[src/rtl/cla_seq_nibble_adder.sv]
// Multi-cycle WIDTH-bit adder that time-shares one 4-bit CLA slice, one nibble per clock.
// Optional subtract/overflow support is enabled by defining CLA_SEQ_SUB_EN.

module cla_4bit_augment (
    input  logic [3:0] i_a,
    input  logic [3:0] i_b,
    input  logic       i_c,
    output logic [3:0] o_sum,
    output logic       o_p,
    output logic       o_g
);
    logic [3:0] w_p;
    logic [3:0] w_g;
    logic [3:0] w_c;

    assign w_p = i_a ^ i_b;
    assign w_g = i_a & i_b;

    assign w_c[0] = i_c;
    assign w_c[1] = w_g[0] | (w_p[0] & i_c);
    assign w_c[2] = w_g[1] | (w_p[1] & w_g[0]) | (w_p[1] & w_p[0] & i_c);
    assign w_c[3] = w_g[2] | (w_p[2] & w_g[1]) | (w_p[2] & w_p[1] & w_g[0])
                  | (w_p[2] & w_p[1] & w_p[0] & i_c);

    assign o_sum = w_p ^ w_c;
    assign o_p   = &w_p;
    assign o_g   = w_g[3] | (w_p[3] & w_g[2]) | (w_p[3] & w_p[2] & w_g[1])
                 | (w_p[3] & w_p[2] & w_p[1] & w_g[0]);
endmodule

module cla_seq_nibble_adder #(
    parameter int WIDTH = 16,
    parameter int NIB   = WIDTH / 4,
    parameter int CW    = (NIB > 1) ? $clog2(NIB) : 1
) (
    input  logic             clk,
    input  logic             rst_n,
    input  logic             in_valid,
    output logic             in_ready,
    input  logic [WIDTH-1:0] a,
    input  logic [WIDTH-1:0] b,
    input  logic             cin,
`ifdef CLA_SEQ_SUB_EN
    input  logic             sub,
    output logic             ovf,
`endif
    output logic             out_valid,
    input  logic             out_ready,
    output logic [WIDTH-1:0] sum,
    output logic             cout,
    output logic             p_all,
    output logic             g_all
);
    typedef enum logic [1:0] {
        ST_IDLE = 2'd0,
        ST_RUN  = 2'd1,
        ST_DONE = 2'd2
    } state_t;

    localparam logic [CW-1:0] LAST_NIB = CW'(NIB - 1);

    state_t           r_state;
    logic [CW-1:0]    r_cnt;
    logic [WIDTH-1:0] r_a;
    logic [WIDTH-1:0] r_b;
    logic [WIDTH-1:0] r_sum;
    logic             r_carry;
    logic             r_p_acc;
    logic             r_g_acc;
    logic             r_cout;
    logic             r_p_all;
    logic             r_g_all;
    logic             r_out_valid;
`ifdef CLA_SEQ_SUB_EN
    logic             r_sub;
    logic             r_ovf;
`endif

    logic [3:0] w_a_nibs [NIB];
    logic [3:0] w_b_nibs [NIB];
    logic [3:0] w_a_nib;
    logic [3:0] w_b_nib;
    logic [3:0] w_b_slice;
    logic [3:0] w_s_sum;
    logic       w_s_p;
    logic       w_s_g;
    logic       w_carry_nx;
    logic       w_p_nx;
    logic       w_g_nx;
    logic       w_last;
    logic       w_init_carry;

    for (genvar gi = 0; gi < NIB; gi++) begin : g_nib
        assign w_a_nibs[gi] = r_a[4*gi +: 4];
        assign w_b_nibs[gi] = r_b[4*gi +: 4];
    end

    assign w_a_nib = w_a_nibs[r_cnt];
    assign w_b_nib = w_b_nibs[r_cnt];

    // Operand B conditioning and initial carry selection (subtract inverts B, forces carry-in).
    always_comb begin
        w_b_slice    = w_b_nib;
        w_init_carry = cin;
`ifdef CLA_SEQ_SUB_EN
        if (r_sub) begin
            w_b_slice = ~w_b_nib;
        end else begin
            w_b_slice = w_b_nib;
        end
        if (sub) begin
            w_init_carry = 1'b1;
        end else begin
            w_init_carry = cin;
        end
`endif
    end

    cla_4bit_augment u_slice (
        .i_a   (w_a_nib),
        .i_b   (w_b_slice),
        .i_c   (r_carry),
        .o_sum (w_s_sum),
        .o_p   (w_s_p),
        .o_g   (w_s_g)
    );

    // Group P/G accumulate across nibbles exactly like a CLA level above the slice.
    assign w_carry_nx = w_s_g | (w_s_p & r_carry);
    assign w_g_nx     = w_s_g | (w_s_p & r_g_acc);
    assign w_p_nx     = r_p_acc & w_s_p;
    assign w_last     = (r_cnt == LAST_NIB);

    // Controller FSM: accept, per-nibble sequencing, and result hold under backpressure.
    always_ff @(posedge clk or negedge rst_n) begin
        if (!rst_n) begin
            r_state     <= ST_IDLE;
            r_cnt       <= '0;
            r_a         <= '0;
            r_b         <= '0;
            r_sum       <= '0;
            r_carry     <= 1'b0;
            r_p_acc     <= 1'b0;
            r_g_acc     <= 1'b0;
            r_cout      <= 1'b0;
            r_p_all     <= 1'b0;
            r_g_all     <= 1'b0;
            r_out_valid <= 1'b0;
`ifdef CLA_SEQ_SUB_EN
            r_sub       <= 1'b0;
            r_ovf       <= 1'b0;
`endif
        end else begin
            case (r_state)
                ST_IDLE: begin
                    if (in_valid) begin
                        r_a     <= a;
                        r_b     <= b;
                        r_carry <= w_init_carry;
                        r_p_acc <= 1'b1;
                        r_g_acc <= 1'b0;
                        r_cnt   <= '0;
`ifdef CLA_SEQ_SUB_EN
                        r_sub   <= sub;
`endif
                        r_state <= ST_RUN;
                    end else begin
                        r_state <= ST_IDLE;
                    end
                end
                ST_RUN: begin
                    r_sum[{r_cnt, 2'b00} +: 4] <= w_s_sum;
                    r_carry <= w_carry_nx;
                    r_g_acc <= w_g_nx;
                    r_p_acc <= w_p_nx;
                    if (w_last) begin
                        r_cout      <= w_carry_nx;
                        r_g_all     <= w_g_nx;
                        r_p_all     <= w_p_nx;
`ifdef CLA_SEQ_SUB_EN
                        // Carry into the MSB is recovered from the MSB sum bit and its operands.
                        r_ovf       <= (w_s_sum[3] ^ w_a_nib[3] ^ w_b_slice[3]) ^ w_carry_nx;
`endif
                        r_out_valid <= 1'b1;
                        r_state     <= ST_DONE;
                    end else begin
                        r_cnt   <= r_cnt + {{(CW-1){1'b0}}, 1'b1};
                        r_state <= ST_RUN;
                    end
                end
                ST_DONE: begin
                    if (out_ready) begin
                        r_out_valid <= 1'b0;
                        r_state     <= ST_IDLE;
                    end else begin
                        r_state <= ST_DONE;
                    end
                end
                default: begin
                    r_out_valid <= 1'b0;
                    r_state     <= ST_IDLE;
                end
            endcase
        end
    end

    assign in_ready  = (r_state == ST_IDLE);
    assign out_valid = r_out_valid;
    assign sum       = r_sum;
    assign cout      = r_cout;
    assign p_all     = r_p_all;
    assign g_all     = r_g_all;
`ifdef CLA_SEQ_SUB_EN
    assign ovf       = r_ovf;
`endif
endmodule

[config.mk]
export PLATFORM = sky130hd
export DESIGN_NAME = cla_seq_nibble_adder
export DESIGN_NICKNAME = d
export VERILOG_FILES = /design/src/rtl/cla_seq_nibble_adder.sv
export SDC_FILE = /design/constraint.sdc
export NUM_CORES = 1
export LEC_CHECK = 0
export ABC_AREA = 1
export CORE_MARGIN = 3
export CORE_UTILIZATION = 40
export DETAILED_ROUTE_END_ITERATION = 8
export SYNTH_ARGS = -nofsm -noshare
export SYNTH_HDL_FRONTEND = slang
export SYNTH_HIERARCHICAL = 1
export SYNTH_SLANG_ARGS = --single-unit
export TNS_END_PERCENT = 5
[constraint.sdc]
create_clock -name clk -period 6.2 [get_ports clk]
set_input_delay 1.55 -clock clk [delete_from_list [all_inputs] [get_ports clk]]
set_output_delay 1.55 -clock clk [all_outputs]
set_load 0.02 [all_outputs]
==> results of run 1 <==
-- synthesized netlist by cell type (2+ instances only) --
| cell | number |
|---|---|
| nand2_1 | 154 |
| dfrtp_1 | 59 |
| nand3_1 | 35 |
| inv_1 | 30 |
| nor2_1 | 29 |
| buf_2 | 12 |
| o21ai_0 | 12 |
| ha_1 | 10 |
| o211ai_1 | 8 |
| o21a_1 | 8 |
| nand3_4 | 4 |
| buf_6 | 3 |
| nor2_4 | 3 |
| nor3_1 | 3 |
| a21oi_1 | 2 |
| o21ai_2 | 2 |
-- cells by family after synthesis --
| logic type | count (synthesis) |
|---|---|
| simple gates | 230 |
| compound gates | 34 |
| xor+xnor | 2 |
| fa+ha+maj | 11 |
| buf+inv | 48 |
| flops | 59 |
-- how the worst max path moves through the flow --
stage,startpoint,to,slack (ns),cells after the start
detailed placement,r_state[0],in_ready,2.73,2
finish,r_state[0],in_ready,2.41,2
floorplan,r_state[0],in_ready,3.80,2
CTS,r_state[0],in_ready,2.36,2
global placement,r_state[0],in_ready,2.79,2
global route,r_state[0],in_ready,2.25,2
-- state kept, by name, summed over array words and instances (netlist names), 2 cells and up --
| name | flops |
|---|---|
| r_state | 2 |
| r_b | 16 |
| sum | 16 |
| r_a | 16 |
| r_cnt | 2 |
-- stage by stage --
| stage | util [%] | cells | area, um2 | setup slack, ns | total power, W |
|---|---|---|---|---|---|
| final | 52.6 | 541 | 3870 | 2.41 | 0.00215 |
| after global routing | 52.6 | 541 | 3870 | 2.25 | 0.00239 |
| after CTS | 52.6 | 541 | 3870 | 2.36 | 0.00218 |
| after detailed placement | 49.9 | 525 | 3680 | 2.73 | 0.00182 |
| after global placement | 49.9 | 525 | 3680 | 2.79 | 0.00180 |
| after floorplan | - | 384 | 3090 | 3.80 | 0.00151 |
-- power by group through the flow --
stage          registers [W]  logic [W]  clock network (W)
6_report            0.000675    0.00113           0.000346
5_1_grt             0.000695    0.00131           0.000377
3_5_place_dp        0.000683    0.00114                  0
3_3_place_gp        0.000677    0.00112                  0
4_1_cts             0.000676    0.00114           0.000359
2_1_floorplan       0.000690   0.000822                  0
-- worst register-to-register path: cells and delay by family, from the launching register on --
family	cells	cell delay (ns)
AOI/OAI and AO/OA	1	0.10
xor gates and xnor gates	1	0.22
adders and majority gates	1	0.43
buffers and inverters	3	0.97
DFF	1	0.57
and+or+nand+nor	6	0.77
-- layout make-up --
type                    instances  area share, %
multi-input cells             277           35.7
clock inverters                 5           1.36
well taps                      99           3.20
clock buffers                  11           3.65
repair buffers                 59           15.0
flip-flops and latches         59           38.1
inverters                      31           3.00
-- routing by layer --
layer  vias to the layer above  part of all wire (%)  routed length, um  global-route usage (%)
met5                         -                     0                  0                       0
met4                         0                   1.7                116                    6.50
met3                        10                   4.9                330                    4.49
met2                        53                    48               3200                    27.0
met1                      1160                    46               3060                    20.7
li1                       1313                     -                  -                       -
-- layout by cell type (no fill, tap or decap) --
| cell | synthesis | final |
|---|---|---|
| dfrtp_1 | 59 | 59 |
| a21oi_1 | 2 | 2 |
| nand3_1 | 35 | 35 |
| clkdlybuf4s50_1 | 0 | 56 |
| inv_2 | 1 | 1 |
| o21a_1 | 8 | 8 |
| fa_1 | 1 | 1 |
| nand2_4 | 1 | 1 |
| nand3_4 | 4 | 4 |
| buf_4 | 0 | 2 |
| xnor2_1 | 1 | 1 |
| clkbuf_1 | 1 | 1 |
| ha_1 | 10 | 10 |
| clkinvlp_4 | 0 | 1 |
| o211ai_1 | 8 | 8 |
| nand4_1 | 1 | 1 |
| xor2_1 | 1 | 1 |
| o31ai_1 | 1 | 1 |
| nand2_1 | 154 | 154 |
| bufinv_16 | 0 | 1 |
| o21ai_0 | 12 | 12 |
| inv_1 | 30 | 30 |
| o21bai_1 | 1 | 1 |
| buf_2 | 12 | 1 |
| clkbuf_8 | 1 | 10 |
| o21ai_2 | 2 | 2 |
| nor3_1 | 3 | 3 |
| nor2_1 | 29 | 29 |
| nor2_4 | 3 | 3 |
| clkinv_2 | 0 | 3 |
==> impl_metrics.csv, run 1 <==
group,metric,value,unit
status,status,"finished, final reports clean",
worst_setup_path,worstSetupPathType,"flop to primary output",
sta,rsz0062_at_grt,"no",
min_path,whs_path_depth,2,
clocking,hold_buffers,0,
floorplanning,start_util,41.9,%
sta,setup_tns,0,ns
floorplanning,die_w,93.9,um
grt,grt_util_all_layers,16.5,%
sta,fin_skew,0.00902,ns
drt,routed_wl,6.71,mm
grt,grt-ovfl-total,0,
finish,antenna_cells,0,
yosys,synth_cell_type_count,26,
yosys,ys.flop_type,"dfrtp_1",
yosys,yosys.area_share.adder,4.70,%
power,power_leakage,1.97,nW
worst_setup_path,endpoint_kind,"primary output",
floorplanning,ios,58,
drt,viasPerCell,4.69,
worst_setup_path,critical_path.top_delay_family,"buffers and inverters",
worst_setup_path,rr_worst_depth,12,
placed_design,hpwlAfterDp,4.65,mm
finish,regArea,0.00148,mm2
clocking,worstSkewPairLatency,0.34,ns
placed_design,gp_congestion,0.792,
finish,nNetsFinal,485,
min_path,hold_path.class,"flop to flop",
clocking,h-tree-depth,3,
drt,drt_pass1_iterations,4,
sta,finalHoldWorstSlack,0.473,ns
clocking,cts_tree,"done",
sta,tightest_slew,0.989,ns
drt,wl_per_cell,12.4,um
placed_design,io_buffers,57,
finish,syn_to_final_growth,25.5,%
grt,grt_max_degree,60,
min_path,hold_path_startpoint,"r_a[0]",
worst_setup_path,reg2reg_to,"sum[13]",
yosys,synth_fp_nets,432,
power,power.density,555,mW/mm2
grt,antenna_found_initial,0,
drt,drcViolationCount,0,
sta,fin_crit,3.79,ns
worst_setup_path,cpPeakStageDelay,0.72,ns
yosys,synth-compound-area-share,7.21,%
worst_setup_path,critPathRequiredTime,4.65,ns
yosys,synth_edf_count,0,
sta,report.final.slew_viol_count,0,
worst_setup_path,path_buf_inv,1,
yosys,syn_area,0.00309,mm2
yosys,synthMuxAreaShare,0,%
floorplanning,core_area,0.00737,mm2
worst_setup_path,rr_startpoint,"r_cnt[0]",
power,clockPowerShare,16.1,%
power,seqPwrFrac,31.4,%
yosys,yosysTopAreaCell,"dfrtp_1",
worst_setup_path,cp_cell_sequence,"nor2_4, clkdlybuf4s50_1",
sta,max_slew_margin,34.0,%
yosys,ys_ff_latch,59,
floorplanning,num_rows,31,
floorplanning,fp.dieArea,0.00881,mm2
clocking,numCtsBuffers,9,
job,maxCapViolations,0,
grt,grt_pass1_vias,2392,
sta,finalSetupViolCount,0,
drt,drt_first_iter_violations,118,
clocking,clk_path_buf_depth,2,
power,p_sw_share,45.4,%
yosys,synth-xor-area-share,0.567,%
power,vdd_ir_drop_max,0.159,mV
finish,multi_input_area,0.00138,mm2
power,switchingPower,0.000976,W
sta,period_share,61.1,%
worst_setup_path,cpMaxStageDelayCell,"clkdlybuf4s50_1",
clocking,post_cts_buffers,0,
clocking,ctsResizeCount,0,
clocking,cts-root-buf,"clkbuf_8",
power,internal_power,0.00118,W
yosys,synthCells,384,
finish,fill_cells,767,
drt,drtAntennaViolNets,0,
worst_setup_path,rrSetupSlack,3.09,ns
yosys,synth.avg_cell_area,8.04,um2
yosys,synth_top_family_by_area,"simple AND/OR/NAND/NOR gates",
clocking,clk_pin_slew_worst_paths,0.07,ns
worst_setup_path,crit_path_max_fanout,27,
power,comb_power_share,52.6,%
yosys,synth-simple-area-share,32.3,%
worst_setup_path,cp.arrival,2.24,ns
sta,finalHoldViolations,0,
floorplanning,die_y,93.9,um
yosys,ys_warn_count,6,
finish,final_layout_size_suffix_gt1_share,6.56,%
worst_setup_path,start_kind,"flop",
yosys,async_reset_ff_share,100,%
sta,fmaxAchievable,0.264,GHz
min_path,hold_path_end,"r_a[0]",
yosys,synth_top_area_share,47.8,%
drt,vias,2536,
clocking,clock-sinks,59,
yosys,synth_seq_area_share,47.8,%
yosys,synth_area_leaders,"dfrtp_1, nand2_1, nand3_1",
grt,grt_pass1_wl,11.3,mm
Power figures use the tool's default switching activity.
==> run 2, diff against run 1 <==
==> constraint.sdc (replaced) <==
create_clock -name clk -period 3.7 [get_ports clk]
set_input_delay 0.925 -clock clk [delete_from_list [all_inputs] [get_ports clk]]
set_output_delay 0.925 -clock clk [all_outputs]
set_load 0.02 [all_outputs]
==> impl_metrics.csv, run 2 (synthesis results as in run 1) <==
group,metric,value,unit
drt,routed_wl,6.59,mm
sta,fin_crit,2.90,ns
floorplanning,fp.dieArea,0.00881,mm2
sta,fin_ws,0.798,ns
worst_setup_path,reg2reg_to,"sum[5]",
floorplanning,die_y,93.9,um
power,comb_power_share,52.3,%
sta,rsz0062_at_grt,"no",
sta,finalSetupViolCount,0,
power,power.density,933,mW/mm2
status,status,"finished, final reports clean",
grt,antenna_found_initial,0,
finish,layout_common_cells,"nand2_1, dfrtp_1, clkdlybuf4s50_1",
worst_setup_path,crit_start,"r_cnt[0]",
power,power_leakage,1.98,nW
worst_setup_path,rr_worst_depth,12,
grt,grt-ovfl-total,0,
grt,grt_util_all_layers,16.2,%
finish,stdcell_count,540,
min_path,hold_path.class,"flop to flop",
power,clockPowerShare,16.6,%
sta,setup_tns,0,ns
finish,fill_cells,730,
worst_setup_path,endpoint,"sum[5]",
worst_setup_path,worstSetupPathType,"flop to flop",
sta,tightest_slew,0.904,ns
sta,period_share,78.4,%
job,maxCapViolations,0,
sta,finalHoldViolations,0,
floorplanning,core_area,0.00737,mm2
grt,grt_pass1_wl,11.1,mm
floorplanning,start_util,41.9,%
placed_design,io_buffers,57,
clocking,clock-sinks,59,
worst_setup_path,endpoint_kind,"flop",
clocking,cts-root-buf,"clkbuf_8",
worst_setup_path,rr_startpoint,"r_cnt[0]",
clocking,hold_buffers,0,
drt,drt_pass1_iterations,4,
clocking,cts_tree,"done",
worst_setup_path,crit_path_max_fanout,33,
grt,grt_max_degree,45,
floorplanning,num_rows,31,
finish,nNetsFinal,486,
drt,drt_first_iter_violations,62,
power,internal_power,0.00201,W
sta,report.final.slew_viol_count,0,
placed_design,post-place-cells,526,
placed_design,hpwlAfterDp,4.89,mm
worst_setup_path,cp.arrival,3.18,ns
placed_design,pre_cts_ws,0.799,ns
clocking,h-tree-depth,3,
power,p_sw_share,44.6,%
clocking,clk_path_buf_depth,2,
clocking,post_cts_buffers,0,
finish,final_layout_size_suffix_gt1_share,6.58,%
grt,grt_pass1_vias,2390,
sta,finalHoldWorstSlack,0.465,ns
finish,final_common_cell,"nand2_1",
clocking,worstSkewPairLatency,0.34,ns
drt,drcViolationCount,0,
sta,fin_skew,0.00541,ns
sta,fmaxAchievable,0.345,GHz
sta,max_slew_margin,39.7,%
clocking,ctsResizeCount,0,
worst_setup_path,critPathRequiredTime,3.98,ns
power,switchingPower,0.00162,W
power,seqPwrFrac,31.2,%
power,vdd_ir_drop_max,0.303,mV
finish,antenna_cells,0,
drt,viasPerCell,4.64,
clocking,numCtsBuffers,9,
floorplanning,die_w,93.9,um
drt,vias,2508,
finish,syn_to_final_growth,25.9,%
placed_design,gp_congestion,0.895,
floorplanning,ios,58,
finish,fin_util,52.8,%
clocking,clk_pin_slew_worst_paths,0.06,ns
worst_setup_path,rrSetupSlack,0.80,ns
drt,drtAntennaViolNets,0,
worst_setup_path,start_kind,"flop",
drt,wl_per_cell,12.2,um
[run 2: cell type report]
cell class / instances / area, um2 / area share (%)
clock buffers: 12 / 165 / 4.25
clock inverters: 2 / 35.0 / 0.901
inverters: 31 / 116 / 2.99
multi-input cells: 277 / 1380 / 35.6
flip-flops and latches: 59 / 1480 / 38.0
well taps: 99 / 124 / 3.19
repair buffers: 60 / 588 / 15.1
[run 2: worst max-delay path: stages (launching register included)]
cell,delay (ns)
dfrtp_1,0.51
inv_1,0.73
nor2_1,0.08
nor2_1,0.11
o21ai_0,0.11
nand2_1,0.12
inv_1,0.07
fa_1,0.40
xnor2_1,0.21
inv_1,0.08
nor3_1,0.25
nand2_1,0.09
nand2_1,0.07
[run 2: worst min-delay path by stage]
stage | depth (start not counted) | to | startpoint | slack (ns)
2_1_floorplan | 2 | r_a[0] | r_a[0] | 0.44
5_1_grt | 2 | r_b[2] | r_b[2] | 0.48
4_1_cts | 2 | r_b[2] | r_b[2] | 0.47
6_report | 2 | r_b[2] | r_b[2] | 0.47
3_5_place_dp | 2 | r_b[2] | r_b[2] | 0.46
3_3_place_gp | 2 | r_b[2] | r_b[2] | 0.45
[run 2: power by group through the flow]
stage,logic (W),registers (W),clock network [W]
3_5_place_dp,0.00192,0.00114,0
6_report,0.00190,0.00113,0.000601
2_1_floorplan,0.00138,0.00116,0
4_1_cts,0.00193,0.00113,0.000616
3_3_place_gp,0.00189,0.00114,0
5_1_grt,0.00220,0.00117,0.000643
[run 2: metrics by stage]
| stage | power, W | area, um2 |
|---|---|---|
| after CTS | 0.00368 | 3890 |
| after floorplan | 0.00253 | 3090 |
| after global placement | 0.00303 | 3690 |
| after detailed placement | 0.00306 | 3690 |
| final | 0.00363 | 3890 |
| after global routing | 0.00402 | 3890 |
[run 2: layer usage]
metal	GRT usage (%)	vias up	part of all wire, %
met5	0	-	0
met4	7.22	0	1.4
met3	3.53	10	4.1
met2	25.6	49	47
met1	21.4	1127	48
li1	-	1322	-
